### config.mk
export PLATFORM = sky130hd
export DESIGN_NAME = alu_mc_flat
export DESIGN_NICKNAME = d
export VERILOG_FILES = /design/src/rtl/alu_mc_if.sv /design/src/rtl/alu_mc.sv /design/src/flat_wrapper.sv
export SDC_FILE = /design/constraint.sdc
export NUM_CORES = 1
export LEC_CHECK = 0
export CAP_MARGIN = 20
export CORE_MARGIN = 5
export CORE_UTILIZATION = 45
export CTS_CLUSTER_DIAMETER = 80
export DETAILED_ROUTE_END_ITERATION = 10
export PLACE_DENSITY = 0.65
export SLEW_MARGIN = 30
export SYNTH_ARGS = -nofsm -noshare
export SYNTH_HDL_FRONTEND = slang
export SYNTH_SLANG_ARGS = --single-unit
### constraint.sdc
create_clock -name clk -period 6.3 [get_ports clk]
set_clock_uncertainty 0.2 [all_clocks]
set_input_delay 0.945 -clock clk [delete_from_list [all_inputs] [get_ports clk]]
set_output_delay 0.945 -clock clk [all_outputs]
set_load 0.05 [all_outputs]
### src/rtl/alu_mc_if.sv
// Start/busy/done handshake and operand/result bus of the multi-cycle ALU.
interface alu_mc_if #(
  parameter int WIDTH = 16
) ();
  logic             start;
  logic [2:0]       op;
  logic [WIDTH-1:0] A;
  logic [WIDTH-1:0] B;
  logic             Cn;
  logic             busy;
  logic             done;
  logic [WIDTH-1:0] E;
  logic [WIDTH-1:0] E_hi;
  logic [3:0]       psr;

  modport master (output start, op, A, B, Cn, input busy, done, E, E_hi, psr);
  modport slave  (input start, op, A, B, Cn, output busy, done, E, E_hi, psr);
endinterface

### src/rtl/alu_mc.sv
// Multi-cycle accumulator ALU: 1-cycle add/logic, bit-serial shifts,
// shift-add unsigned multiplier, registered C/N/Z/V flag word.
module alu_mc #(
  parameter int WIDTH  = 16,
  parameter bit MUL_EN = 1'b1
) (
  input  logic     clk,
  input  logic     reset,
  alu_mc_if.slave  bus
);
  localparam int SW = $clog2(WIDTH);
  localparam logic [2:0] OP_ADD = 3'd0, OP_SUB = 3'd1, OP_AND = 3'd2, OP_OR = 3'd3,
                         OP_XOR = 3'd4, OP_SHL = 3'd5, OP_SHR = 3'd6, OP_MUL = 3'd7;

  typedef enum logic [1:0] {IDLE, RUN, FIN} state_t;

  state_t           state_q;
  logic [SW-1:0]    cnt_q;
  logic             busy_q, done_q;
  logic [WIDTH-1:0] e_q, ehi_q;
  logic [3:0]       psr_q;

  logic [2:0]       op_q;
  logic [WIDTH-1:0] a_q, b_q, hi_q;
  logic             cn_q, c_q;

  logic             accept;
  logic [WIDTH-1:0] b_eff;
  logic [WIDTH:0]   sum, mul_sum;
  logic [WIDTH-1:0] mul_hi_d, mul_lo_d;
  logic [WIDTH-1:0] e_d, ehi_d;
  logic             c_d, v_d;
  logic [3:0]       psr_d;

  // Remaining RUN cycles after the accept edge; the last one writes the result.
  function automatic logic [SW-1:0] run_cnt(input logic [2:0] op, input logic [WIDTH-1:0] b);
    logic [SW-1:0] n;
    n = '0;
    case (op)
      OP_SHL, OP_SHR: n = b[SW-1:0];
      OP_MUL:         n = MUL_EN ? SW'(WIDTH - 1) : '0;
      default:        n = '0;
    endcase
    return n;
  endfunction

  assign accept = bus.start && (state_q != RUN);

  always_comb begin
    b_eff    = (op_q == OP_SUB) ? ~b_q : b_q;
    sum      = {1'b0, a_q} + {1'b0, b_eff} + {{WIDTH{1'b0}}, cn_q};
    mul_sum  = {1'b0, hi_q} + (b_q[0] ? {1'b0, a_q} : {(WIDTH+1){1'b0}});
    mul_hi_d = mul_sum[WIDTH:1];
    mul_lo_d = {mul_sum[0], b_q[WIDTH-1:1]};
    e_d      = '0;
    ehi_d    = '0;
    c_d      = 1'b0;
    v_d      = 1'b0;
    case (op_q)
      OP_ADD, OP_SUB: begin
        e_d = sum[WIDTH-1:0];
        c_d = sum[WIDTH];
        v_d = (a_q[WIDTH-1] == b_eff[WIDTH-1]) && (sum[WIDTH-1] != a_q[WIDTH-1]);
      end
      OP_AND: e_d = a_q & b_q;
      OP_OR:  e_d = a_q | b_q;
      OP_XOR: e_d = a_q ^ b_q;
      OP_SHL, OP_SHR: begin
        e_d = a_q;
        c_d = c_q;
      end
      default: begin
        if (MUL_EN) begin
          e_d   = mul_lo_d;
          ehi_d = mul_hi_d;
          c_d   = |mul_hi_d;
          v_d   = |mul_hi_d;
        end
      end
    endcase
    psr_d = {v_d, (e_d == '0) && (ehi_d == '0), e_d[WIDTH-1], c_d};
  end

  // Operand/working registers: a_q shifts, {hi_q,b_q} is the product register.
  always_ff @(posedge clk) begin
    if (accept) begin
      op_q <= bus.op;
      a_q  <= bus.A;
      b_q  <= bus.B;
      cn_q <= bus.Cn;
      hi_q <= '0;
      c_q  <= 1'b0;
    end else if (state_q == RUN && cnt_q != '0) begin
      case (op_q)
        OP_SHL: begin a_q <= a_q << 1; c_q <= a_q[WIDTH-1]; end
        OP_SHR: begin a_q <= a_q >> 1; c_q <= a_q[0]; end
        OP_MUL: begin hi_q <= mul_hi_d; b_q <= mul_lo_d; end
        default: ;
      endcase
    end
  end

  always_ff @(posedge clk or negedge reset) begin
    if (!reset) begin
      state_q <= IDLE;
      cnt_q   <= '0;
      busy_q  <= 1'b0;
      done_q  <= 1'b0;
      e_q     <= '0;
      ehi_q   <= '0;
      psr_q   <= '0;
    end else begin
      done_q <= 1'b0;
      case (state_q)
        RUN: begin
          if (cnt_q == '0) begin
            state_q <= FIN;
            busy_q  <= 1'b0;
            done_q  <= 1'b1;
            e_q     <= e_d;
            ehi_q   <= ehi_d;
            psr_q   <= psr_d;
          end else begin
            cnt_q <= cnt_q - 1'b1;
          end
        end
        default: begin
          if (accept) begin
            state_q <= RUN;
            busy_q  <= 1'b1;
            cnt_q   <= run_cnt(bus.op, bus.B);
          end else begin
            state_q <= IDLE;
            busy_q  <= 1'b0;
          end
        end
      endcase
    end
  end

  assign bus.busy = busy_q;
  assign bus.done = done_q;
  assign bus.E    = e_q;
  assign bus.E_hi = ehi_q;
  assign bus.psr  = psr_q;
endmodule

### src/flat_wrapper.sv
// flat-port wrapper written by rule: the top's interface ports become plain ports
module alu_mc_flat 
#(
  parameter int WIDTH  = 16,
  parameter bit MUL_EN = 1'b1
)
  (clk, reset, bus_start, bus_op, bus_A, bus_B, bus_Cn, bus_busy, bus_done, bus_E, bus_E_hi, bus_psr);
  alu_mc_if #(.WIDTH(WIDTH)) bus_i ();
  input  logic clk;
  input  logic reset;
  input wire logic [$bits(bus_i.start)-1:0] bus_start;
  input wire logic [$bits(bus_i.op)-1:0] bus_op;
  input wire logic [$bits(bus_i.A)-1:0] bus_A;
  input wire logic [$bits(bus_i.B)-1:0] bus_B;
  input wire logic [$bits(bus_i.Cn)-1:0] bus_Cn;
  output wire logic [$bits(bus_i.busy)-1:0] bus_busy;
  output wire logic [$bits(bus_i.done)-1:0] bus_done;
  output wire logic [$bits(bus_i.E)-1:0] bus_E;
  output wire logic [$bits(bus_i.E_hi)-1:0] bus_E_hi;
  output wire logic [$bits(bus_i.psr)-1:0] bus_psr;
  assign bus_i.start = bus_start;
  assign bus_i.op = bus_op;
  assign bus_i.A = bus_A;
  assign bus_i.B = bus_B;
  assign bus_i.Cn = bus_Cn;
  assign bus_busy = bus_i.busy;
  assign bus_done = bus_i.done;
  assign bus_E = bus_i.E;
  assign bus_E_hi = bus_i.E_hi;
  assign bus_psr = bus_i.psr;
  alu_mc #(.WIDTH(WIDTH), .MUL_EN(MUL_EN)) u_core (.clk(clk), .reset(reset), .bus(bus_i));
endmodule
# == Yosys cells after proc, flatten, opt, wreduce, memory -nomap -nowiden ==
# Index checks and enable logic that the tools add are counted.
# classes
n_addsub,4
eq_ne,16
mux,25
bitwise,4
n_reduce_logical,27
# op_table
op,n
16-bit two-way mux,8
16-bit case mux with 5 select lines,1
16-bit logical NOT,2
16-bit case mux with 2 select lines,1
"3-bit equality test, second input constant",7
16-bit by 16-bit adder with 17-bit output,1
16-bit by 17-bit adder with 17-bit output,1
17-bit by 1-bit adder with 17-bit output,1
16-bit bitwise AND,1
16-bit inverter,1
16-bit bitwise OR,1
16-bit OR reduction,1
16-bit XOR,1
4-bit two-way mux,3
2-bit AND reduction,6
4-bit case mux with 2 select lines,1
2-bit nonzero test,4
7-bit OR reduction,1
"3-bit by 2-bit equality test with 1-bit output, second input constant",2
1-bit two-way mux,6
2-bit OR reduction,3
5-bit OR reduction,1
1-bit logical AND,4
4-bit logical NOT,1
14 further kinds,17
# totals
reg_bits,97
inputBits,39

# == Logic depth before layout (Yosys ltp) ==
# depth
word_depth,7
mapped_depth,15
mapped_depth_nobuf,13

# == Least setup slack after synthesis ==
# OpenSTA, ideal clock, no wires.
# synth_timing
path_kind,flip-flop to flip-flop
startpoint,register u_core.op_q[1]
endpoint,"register u_core.psr_q[2], in the netlist u_core.bus.psr[2]"
t_arrival_ns,3.871
required_time_ns,6.005
setup_slack_ns,2.133
path_stages_with_launch,15
period_less_slack_ns,4.167
cell_sequence,edfxtp_1 buf_6 clkbuf_1 nor2_1 xnor2_1 fa_1 fa_1 a21oi_4 o21ai_2 a2111oi_2 o31ai_1 xor2_1 a2111oi_2 nand4_1 o31ai_1
# synth_via
elab_chain_cells,7
# synth_rtl
item,line_no,text
"start, declared",alu_mc.sv:23,logic [2:0] op_q;
"start signal, assigned",alu_mc.sv:87,op_q <= bus.op;
3-bit by 1-bit equality test with 1-bit output,"alu_mc.sv:50, alu_mc.sv:59",
16-bit two-way mux,alu_mc.sv:50,b_eff = (op_q == OP_SUB) ? ~b_q : b_q;
16-bit by 16-bit adder with 17-bit output,alu_mc.sv:51,"sum = {1'b0, a_q} + {1'b0, b_eff} + {{WIDTH{1'b0}}, cn_q};"
17-bit by 1-bit adder with 17-bit output,alu_mc.sv:51,
16-bit case mux with 5 select lines,alu_mc.sv:59,case (op_q)
16-bit logical NOT,alu_mc.sv:81,"psr_d = {v_d, (e_d == '0) && (ehi_d == '0), e_d[WIDTH-1], c_d};"
1-bit logical AND *,alu_mc.sv:81,
"end signal, assigned",alu_mc.sv:122,psr_q <= psr_d;
"end, declared",alu_mc.sv:21,logic [3:0] psr_q;
# Mark *: on every way between the ends. The rest lies on a longest branch, timed or not.
# A chain may end at the register's enable or synchronous reset.

# == Final worst setup path ==
# layout_timing
startpoint,register u_core.op_q[0]
endpoint,"register u_core.psr_q[2], in the netlist u_core.bus.psr[2]"
# The elaborated chain is that of the path after synthesis.

==> results.json <==
{
  "grt_max_degree": 70,
  "ios": 77,
  "grt_setup_unrepaired": "no",
  "clk_latency_ns": 0.35,
  "relSlewSlack": 0.312,
  "post_cts_buffers": 0,
  "p_clk_frac": 0.106,
  "hold_slack_ns": 0.271,
  "start_util": 0.463,
  "p_leak_nw": 3.49,
  "cp-end-kind": "register",
  "n_fill_cell": 1560,
  "setup_viol_count_final": 0,
  "fin_setup_tns_ns": 0,
  "seq_power_share": 0.243,
  "htree_levels": 3,
  "dpl.hpwl_um": 15900,
  "timing.max_cap.violations": 0,
  "vias": 6377,
  "seq_area_frac_synth": 0.334,
  "max_clock_freq_mhz": 221,
  "synth_area_leaders": "edfxtp_1 15%, dfrtp_1 14%, ha_1 11%, o21ai_0 5.6%, nand2_1 5.4%",
  "gp_congestion": 0.923,
  "ys.flop_type": "dfrtp_1",
  "rows": 46,
  "crit_required_ns": 6.37,
  "final_common_cell": "nand2_1",
  "synth_seq_cells": 95,
  "period_needed_ns": 4.53,
  "share_comb_of_total_power": 0.652,
  "die_w_um": 138,
  "cts_resized": 0,
  "grt_use_total": 0.219,
  "whs_path_depth": 2,
  "postRouteAntennaNets": 0,
  "grt_overflow": 0,
  "rrSetupSlack_ns": 1.77,
  "diodes": 0,
  "placed_cells": 1102,
  "die_h_um": 138,
  "power_density_nw_per_um2": 605,
  "syn_nets": 962,
  "finalMaxSlewViolations": 0,
  "syn-cell-area_um2": 7400,
  "avgRoutedWirePerCell_um": 18.8,
  "worst_slew_pin_slew_ns": 1.03,
  "synth_top_area_frac": 0.146,
  "ctsLongestPathBuffers": 2,
  "power_mw": 5.13,
  "syn_inst": 853,
  "synth-edff-count": 36,
  "routed_wl_um": 21000,
  "dr.first_iter.drc_count": 492,
  "drc": 0,
  "multiInputGateArea_um2": 4440,
  "grt_pass1_wl_um": 34200,
  "core_area_um2": 16000,
  "reg2regPathDepth": 15,
  "p_int_mw": 2.47,
  "yosysTopAreaCell": "edfxtp_1",
  "hold_path.class": "register to register",
  "cts_hold_buffers": 0,
  "clkTransAtPathRegs_ns": 0.07,
  "nets": 1006,
  "area_growth_syn_to_layout_pct": 14.6,
  "ir_drop_v": 0.000289,
  "final_cell_mix": "105 x nand2_1, 83 x o21ai_0, 75 x clkdlybuf4s50_1, 71 x nor2_1, 67 x ha_1",
  "antenna_found_initial": 0,
  "io_buffer_count": 76,
  "power.share.switching": 0.518,
  "first_pass_iters": 5,
  "seqCellArea_um2": 2470,
  "dieArea_um2": 19100,
  "cts_tree": "done",
  "ys_warn_count": 0,
  "drive_above_1_share": 0.0732,
  "crit_type": "register to register",
  "start_kind": "register",
  "p_sw_mw": 2.66,
  "first_global_vias": 6082,
  "final-hold-violation-count": 0,
  "synth_cell_type_count": 90,
  "crit_fanout": 38,
  "cts_buffers": 9,
  "cts_num_sinks": 95,
  "synthArstFlopShare": 0.442,
  "via_per_inst": 5.70,
  "fin_crit_sh": 0.719,
  "arrival_ns": 4.60,
  "status": "finished clean",
  "cts_root_buf": "clkbuf_16",
  "layout.cells.non_filler": 1118,
  "syn_avg_cell_area_um2": 8.68
}
==> critical path: stages (launching register included) <==
cell and delay [ns]:
edfxtp_1 0.32, buf_4 0.37, nand2b_1 0.20, nor2_1 0.12, buf_4 0.29, xnor2_1 0.13
fa_1 0.50, fa_1 0.50, a21oi_4 0.20, o21ai_2 0.11, a2111oi_2 0.38, o31ai_1 0.17
xor2_1 0.19, a2111oi_2 0.37, nand4_1 0.16, o31ai_1 0.21
==> power by group through the flow <==
stage	clock network (mW)	logic [mW]	registers, mW
finish	0.542	3.34	1.25
global route	0.579	3.67	1.29
CTS	0.551	3.32	1.24
detailed placement	0	3.29	1.25
global placement	0	3.28	1.25
floorplan	0	2.13	1.53
==> cell usage after synthesis, drive strengths merged (5+ instances only) <==
cell and n:
nor2 71, a21oi 51, o21ai 93, nand3 32, mux2i 14, dfxtp 17
o211ai 8, or3 5, mux2 8, nand2 106, nor2b 9, dfrtp 42
o22ai 5, edfxtp 36, clkbuf 28, a21o 5, a31oi 11, o21a 5
o31ai 8, and3 7, a221oi 7, xnor2 26, buf 21, nor3 7
ha 67, nor4 8, xor2 13, a211oi 5, inv 56
==> metal layers <==
| metal | global-route usage | up-vias | wire length (um) |
|---|---|---|---|
| li1 | - | 3143 | - |
| met1 | 0.335 | 2981 | 10400 |
| met3 | 0.0328 | 19 | 1260 |
| met2 | 0.321 | 234 | 8980 |
| met4 | 0.0603 | 0 | 333 |
| met5 | 0 | - | 0 |
==> state kept, by name (all words and copies together) (netlist names) <==
signal / cells
u_core.bus.E_hi: 16
u_core.c_q: 1
u_core.bus.done: 1
u_core.bus.E: 15
u_core.op_q: 3
u_core.state_q: 2
u_core.a_q: 16
u_core.b_q: 16
u_core.cnt_q: 4
u_core.hi_q: 16
u_core.bus.psr: 4
u_core.cn_q: 1
==> stage by stage <==
stage                     setup WS, ns   util  cell area, um^2
after floorplan                   2.13      -             7400
after global placement            1.87  0.512             8190
after detailed placement          1.80  0.512             8190
after CTS                         1.77  0.530             8480
after global routing              1.41  0.530             8480
final                             1.77  0.530             8480
==> final cells by class <==
class,instances,area share
Sequential cell,95,0.291
Clock inverter,4,0.00324
Timing Repair Buffer,82,0.0944
Inverter,58,0.0260
Multi-Input combinational cell,651,0.523
Tap cell,216,0.0319
Clock buffer,12,0.0304
==> worst paths after layout <==
check	to	startpoint
worst max-delay path	u_core.bus.psr[2]	u_core.op_q[0]
worst max register to register	u_core.bus.psr[2]	u_core.op_q[0]
max in group asynchronous	u_core.cnt_q[2]	reset
worst min-delay path	u_core.bus.E[11]	u_core.bus.E[11]
min in group asynchronous	u_core.bus.E[6]	reset
worst min register to register	u_core.bus.E[11]	u_core.bus.E[11]
==> kinds of logic after synthesis <==
family          count (synthesis)  share of synthesized area
simple gates                  271                      0.170
mux                            22                     0.0311
buf+inv                       107                     0.0683
xor+xnor                       39                     0.0461
compound gates                249                      0.229
flops                          95                      0.334
fa+ha+maj                      70                      0.121
Power figures use the tool's default switching activity.
==> patch 1: new RTL, config.mk and constraints unchanged <==
`MUL_EN` is set to 1'b1 in 2 places; all go to 1'b0.
--- a/src/rtl/alu_mc.sv
+++ b/src/rtl/alu_mc.sv
@@ -2,7 +2,7 @@
 // shift-add unsigned multiplier, registered C/N/Z/V flag word.
 module alu_mc #(
   parameter int WIDTH  = 16,
-  parameter bit MUL_EN = 1'b1
+  parameter bit MUL_EN = 1'b0
 ) (
   input  logic     clk,
   input  logic     reset,
--- a/src/flat_wrapper.sv
+++ b/src/flat_wrapper.sv
@@ -2,7 +2,7 @@
 module alu_mc_flat 
 #(
   parameter int WIDTH  = 16,
-  parameter bit MUL_EN = 1'b1
+  parameter bit MUL_EN = 1'b0
 )
   (clk, reset, bus_start, bus_op, bus_A, bus_B, bus_Cn, bus_busy, bus_done, bus_E, bus_E_hi, bus_psr);
   alu_mc_if #(.WIDTH(WIDTH)) bus_i ();
Check against the original RTL: not equivalent (a bounded check fails within 4 cycles, from zero or initial values and one cycle with reset low).
==> patch 1 against the unedited design <==
Synthesized cell count is 15% lower; sequential cell count is 16 lower; combinational power is 22% lower; total power is 19% lower; routed wire length is 21% lower; worst setup slack worse by 240 ps; cell area is 16% lower; die area is 16% lower; non-clock buffer count is 16 lower; worst hold slack better by 0.88 ps; area after synthesis is 17% lower; critical endpoint unchanged; largest power group unchanged; highest routed layer unchanged.
==> patch 1: results (changes against the unedited design) <==
| Metric | Value |
|---|---|
| Routed WL per cell | `17.46 um (was 18.77 um)` |
| Most instantiated cells after synthesis | `85 x nand2_1, 66 x nor2_1, 64 x ha_1, 64 x o21ai_0, 55 x a21oi_1 (was 106 x nand2_1, 83 x o21ai_0, 71 x nor2_1, 67 x ha_1, 56 x inv_1)` |
| Vias in the first global route | `4,995 (was 6,082)` |
| Register area share after synthesis | `0.3376 (was 0.3340)` |
| Layout cells sized above 1 | `0.05188 (was 0.07317)` |
| Final HPWL DP | `12.66 mm (was 15.94 mm)` |
| Asr flop ratio synth | `0.3291 (was 0.4421)` |
| Status | `complete, no violations (unchanged)` |
| HP Class | `flip-flop to flip-flop (unchanged)` |
| Routability cong. | `0.8932 (was 0.9230)` |
| ANT cells | `0 (unchanged)` |
| Worst-Margin Slew | `868.5 ps (was 1029 ps)` |
| DRT Pass-1 Iters | `4 (was 5)` |
| Post-cts gate resize count | `0 (unchanged)` |
| Via count | `5,223 (was 6,377)` |
| Total track usage | `0.2034 (was 0.2191)` |
| Global-route wire length before repair | `26.08 mm (was 34.21 mm)` |
| Static leakage | `3.072 nW (was 3.486 nW)` |
| Unique masters post-synth | `73 (was 90)` |
| Top_reg_cell synth | `edfxtp_1 (was dfrtp_1)` |
| Sw Ratio | `0.4875 (was 0.5182)` |
| CTS Hold Bufs | `0 (unchanged)` |
| Maximum fanout along the worst path | `24 (was 38)` |
| Root Buffer | `clkbuf_16 (unchanged)` |
| Maximum vdd drop | `0.0001944 V (was 0.0002893 V)` |
| DR iter-0 viols | `309 (was 492)` |
| Met1 WL | `8.027 mm (was 10.41 mm)` |
| PortBufs | `60 (was 76)` |
| Area contributors post-synth | `edfxtp_1 18%, ha_1 13%, dfrtp_1 11%, dfxtp_1 5.5%, o21ai_0 5.2% (was edfxtp_1 15%, dfrtp_1 14%, ha_1 11%, o21ai_0 5.6%, nand2_1 5.4%)` |
| Met2 WL | `7.437 mm (was 8.975 mm)` |
| Largest net degree at the start of global routing | `49 (was 70)` |
| Met3 wire len | `845 um (was 1.263 mm)` |
| Fin nets | `872 (was 1,006)` |
patch 1: through the flow:
stage | hold slack (ps) | setup WS (ps) | std cells | utilization | cell area [sq um]
final | 272.2 | 1530 | 947 | 0.5348 | 7111
after detailed placement | 265.3 | 1504 | 930 | 0.5112 | 6797
after CTS | 278.7 | 1441 | 946 | 0.5337 | 7096
after global placement | 251.0 | 1599 | 930 | 0.5116 | 6802
after floorplan | 243.5 | 1832 | 737 | - | 6193
after global routing | 297.4 | 1273 | 947 | 0.5348 | 7111
patch 1: worst paths after layout:
path / slack [ps] / to / depth (start not counted) / startpoint
setup / recovery: 1530 / u_core.bus.psr[2] / 14 / u_core.op_q[1]
hold / removal: 270 / u_core.bus.E[5] / 2 / u_core.bus.E[5]
setup reg to reg: 1530 / u_core.bus.psr[2] / 14 / u_core.op_q[1]
hold reg to reg: 270 / u_core.bus.E[5] / 2 / u_core.bus.E[5]
max in group asynchronous: 5140 / u_core.bus.E[9] / 1 / reset
min in group asynchronous: 380 / u_core.bus.psr[1] / 1 / reset
patch 1: worst max-delay path, stage by stage, from the launching register on:
cell and delay (ps):
edfxtp_1 720, or2_2 540, nor2_1 120, buf_4 290
xnor2_1 130, fa_1 490, inv_1 100, fa_1 210
nor2b_1 70, o31a_1 280, o311ai_0 480, a21boi_0 220
o31ai_1 370, o2111ai_1 170, o41ai_1 270
patch 1: area by class of cell:
type | instances | area (sq um)
inverter | 53 | 198.9
sequential | 79 | 2072
clock buffer | 11 | 242.7
clock inverter | 5 | 56.30
tap | 176 | 220.2
multi-input combinational | 557 | 3672
timing repair buffer | 66 | 648.1
fill | 1266 | 6185
patch 1: power by group through the flow:
stage          clock, mW  sequential, mW  combinational [mW]
2_1_floorplan          0            1.16                1.76
3_3_place_gp           0            1.05                2.54
5_1_grt            0.571            1.08                2.84
4_1_cts            0.547            1.05                2.57
3_5_place_dp           0            1.06                2.55
6_report           0.540            1.05                2.59
patch 1: per-layer routing:
metal | vias to the layer above | global-route usage
li1 | 2624 | -
met1 | 2457 | 0.2965
met2 | 129 | 0.3107
met3 | 13 | 0.02690
met4 | 0 | 0.06940
met5 | - | 0
patch 1: kinds of logic (layout without fill, tap and decap cells):
kind of cell               Yosys count  in the layout  synth area share
other                                1             16         0.0006110
and+or+nand+nor                    213            213            0.1503
AOI/OAI and AO/OA                  218            218            0.2320
DFF                                 79             79            0.3376
xor gates and xnor gates            35             35           0.04995
muxes                                8              8           0.01611
buffers and inverters              101            135           0.07319
adders and majority gates           67             67            0.1403
==> patch 2: new RTL, same flow settings <==
Made on the original files. Re-encode `state_t` (3 states) as one-hot, 3 bits wide.
--- a/src/rtl/alu_mc.sv
+++ b/src/rtl/alu_mc.sv
@@ -12,7 +12,7 @@
   localparam logic [2:0] OP_ADD = 3'd0, OP_SUB = 3'd1, OP_AND = 3'd2, OP_OR = 3'd3,
                          OP_XOR = 3'd4, OP_SHL = 3'd5, OP_SHR = 3'd6, OP_MUL = 3'd7;
 
-  typedef enum logic [1:0] {IDLE, RUN, FIN} state_t;
+  typedef enum logic [2:0] {IDLE = 3'b001, RUN = 3'b010, FIN = 3'b100} state_t;
 
   state_t           state_q;
   logic [SW-1:0]    cnt_q;
Behaviour: no difference found for any inputs over 10 cycles, from zero or initial values and one cycle with reset low; not proved beyond that.
==> patch 2 against the unedited design <==
Routed wire length down 0.61%; largest cell class unchanged; total power down 16%; cell area up 0.21%; worst setup slack better by 2.9 ps; sequential cell count up 1; area after synthesis down 1.0%; critical endpoint unchanged.
==> patch 2: results (changes against the unedited design) <==
| Metric | Value |
|---|---|
| Status | `complete, no violations (unchanged)` |
| Worst-Margin Slew | `888.4 ps (was 1029 ps)` |
| Total track usage | `0.2255 (was 0.2191)` |
| Post-cts gate resize count | `0 (unchanged)` |
| Maximum vdd drop | `0.0002148 V (was 0.0002893 V)` |
| Routed WL | `20.85 mm (was 20.98 mm)` |
| Via count | `6,562 (was 6,377)` |
| Final hold vios | `0 (unchanged)` |
| Register area share after synthesis | `0.3409 (was 0.3340)` |
| Unique masters post-synth | `78 (was 90)` |
| Hold_sp | `u_core.bus.E[13] (was u_core.bus.E[11])` |
| Syn Nets | `983 (was 962)` |
| Post-synth EDFFs | `36 (unchanged)` |
| Placed cells | `1,125 (was 1,102)` |
| Root Buffer | `clkbuf_16 (unchanged)` |
| Asr flop ratio synth | `0.4479 (was 0.4421)` |
| Max Cap Violations | `0 (unchanged)` |
| Largest net degree at the start of global routing | `72 (was 70)` |
| Final HPWL DP | `15.71 mm (was 15.94 mm)` |
| Maximum fanout along the worst path | `37 (was 38)` |
| Yosys warns | `0 (unchanged)` |
| DR iter-0 viols | `663 (was 492)` |
| Reg-to-reg slack, setup | `1770 ps (about the same)` |
| Static leakage | `3.616 nW (was 3.486 nW)` |
| Area contributors post-synth | `edfxtp_1 15%, dfrtp_1 14%, ha_1 11%, o21ai_0 6.1%, nand2_1 6.1% (was edfxtp_1 15%, dfrtp_1 14%, ha_1 11%, o21ai_0 5.6%, nand2_1 5.4%)` |
| DRT Pass-1 Iters | `6 (was 5)` |
| Setup Fix Bufs, Post-CTS | `0 (unchanged)` |
| Fin nets | `1,029 (was 1,006)` |
| PortBufs | `76 (unchanged)` |
| Routability cong. | `0.9274 (was 0.9230)` |
| Inserted Clock Buffers | `9 (unchanged)` |
| Avg Vias per Cell | `5.751 (was 5.704)` |
| Fin Setup TNS | `0 ps (unchanged)` |
| Reg clk slew, reported paths | `70 ps (about the same)` |
| Most instantiated cells after synthesis | `119 x nand2_1, 90 x o21ai_0, 67 x ha_1, 67 x nor2_1, 59 x inv_1 (was 106 x nand2_1, 83 x o21ai_0, 71 x nor2_1, 67 x ha_1, 56 x inv_1)` |
| Hold endpoint | `u_core.bus.E[13] (was u_core.bus.E[11])` |
| Global-route wire length before repair | `33.18 mm (was 34.21 mm)` |
| Layout cells sized above 1 | `0.06054 (was 0.07317)` |
| Mapped Cells | `874 (was 853)` |
| Vias in the first global route | `6,074 (was 6,082)` |
==> patch 2: cell count changes in the layout (fill, tap and decap cells not counted), moves of 5 or more <==
cell      delta
a221oi_1     +5
a21oi_1      +5
xor2_1       -5
o21ai_1      -5
nand2_1     +14
nor4_1       -5
o21ai_0      +6
a21o_1       +7
and2_1       +6
==> patch 2: how the worst max path moves through the flow <==
stage                         from           endpoint  slack [ps]  cells past startpoint
floorplan           u_core.op_q[2]  u_core.bus.psr[2]        2380                     14
global placement    u_core.op_q[0]  u_core.bus.psr[2]        1960                     15
detailed placement  u_core.op_q[0]  u_core.bus.psr[2]        1830                     15
CTS                 u_core.op_q[0]  u_core.bus.psr[2]        1810                     15
global route        u_core.op_q[0]  u_core.bus.psr[2]        1350                     15
finish              u_core.op_q[0]  u_core.bus.psr[2]        1770                     15
==> patch 2: layout make-up <==
cell class | instances | area, sq um
Clock buffer | 11 | 242.7
Clock inverter | 5 | 37.54
Tap cell | 216 | 270.3
Multi-Input combinational cell | 669 | 4407
Timing Repair Buffer | 84 | 818.3
Fill cell | 1535 | 7441
Sequential cell | 96 | 2499
Inverter | 60 | 227.7
==> patch 2: routing by layer <==
metal / vias to the layer above / wire length (um) / GRT usage
li1: 3232 / - / -
met3: 31 / 1547 / 0.03543
met1: 3061 / 9995 / 0.3395
met4: 0 / 445 / 0.06929
met2: 238 / 8862 / 0.3297
met5: - / 0 / 0
==> patch 2: kinds of logic after synthesis <==
kind of cell / after synthesis / share of synthesized area
adders and majority gates: 70 / 0.1226
muxes: 21 / 0.03022
xor gates and xnor gates: 36 / 0.04302
buffers and inverters: 109 / 0.05804
DFF: 96 / 0.3409
AOI/OAI and AO/OA: 259 / 0.2272
and+or+nand+nor: 283 / 0.1780
==> patch 2: metrics by stage <==
stage          power (mW)  cell area [sq um]  hold slack, ps  worst slack [ps]
2_1_floorplan       2.988               7330           250.8              2384
3_3_place_gp        3.734               8215           260.6              1964
3_5_place_dp        3.752               8220           263.1              1831
4_1_cts             4.305               8501           280.3              1810
5_1_grt             4.657               8502           301.8              1350
6_report            4.322               8502           273.6              1773
==> patch 2: critical path, cell delays in order (launching register included) <==
cell and delay, ps:
edfxtp_1 320, buf_4 380, nand2b_1 280, nor2_1 140, buf_4 310, xnor2_1 140
fa_1 480, fa_1 460, a211oi_1 470, nor4_1 170, o2111ai_1 280, nand4_1 120
a31oi_1 240, and4_1 220, nand4_1 100, o21ai_1 130
==> patch 2: power by group <==
group          total [mW]  switching, mW  internal [mW]  leakage, nW
Combinational        2.66           1.69          0.975         2.43
Clock               0.540          0.257          0.283        0.143
Sequential           1.12          0.204          0.914         1.05
Total                4.32           2.15           2.17         3.62
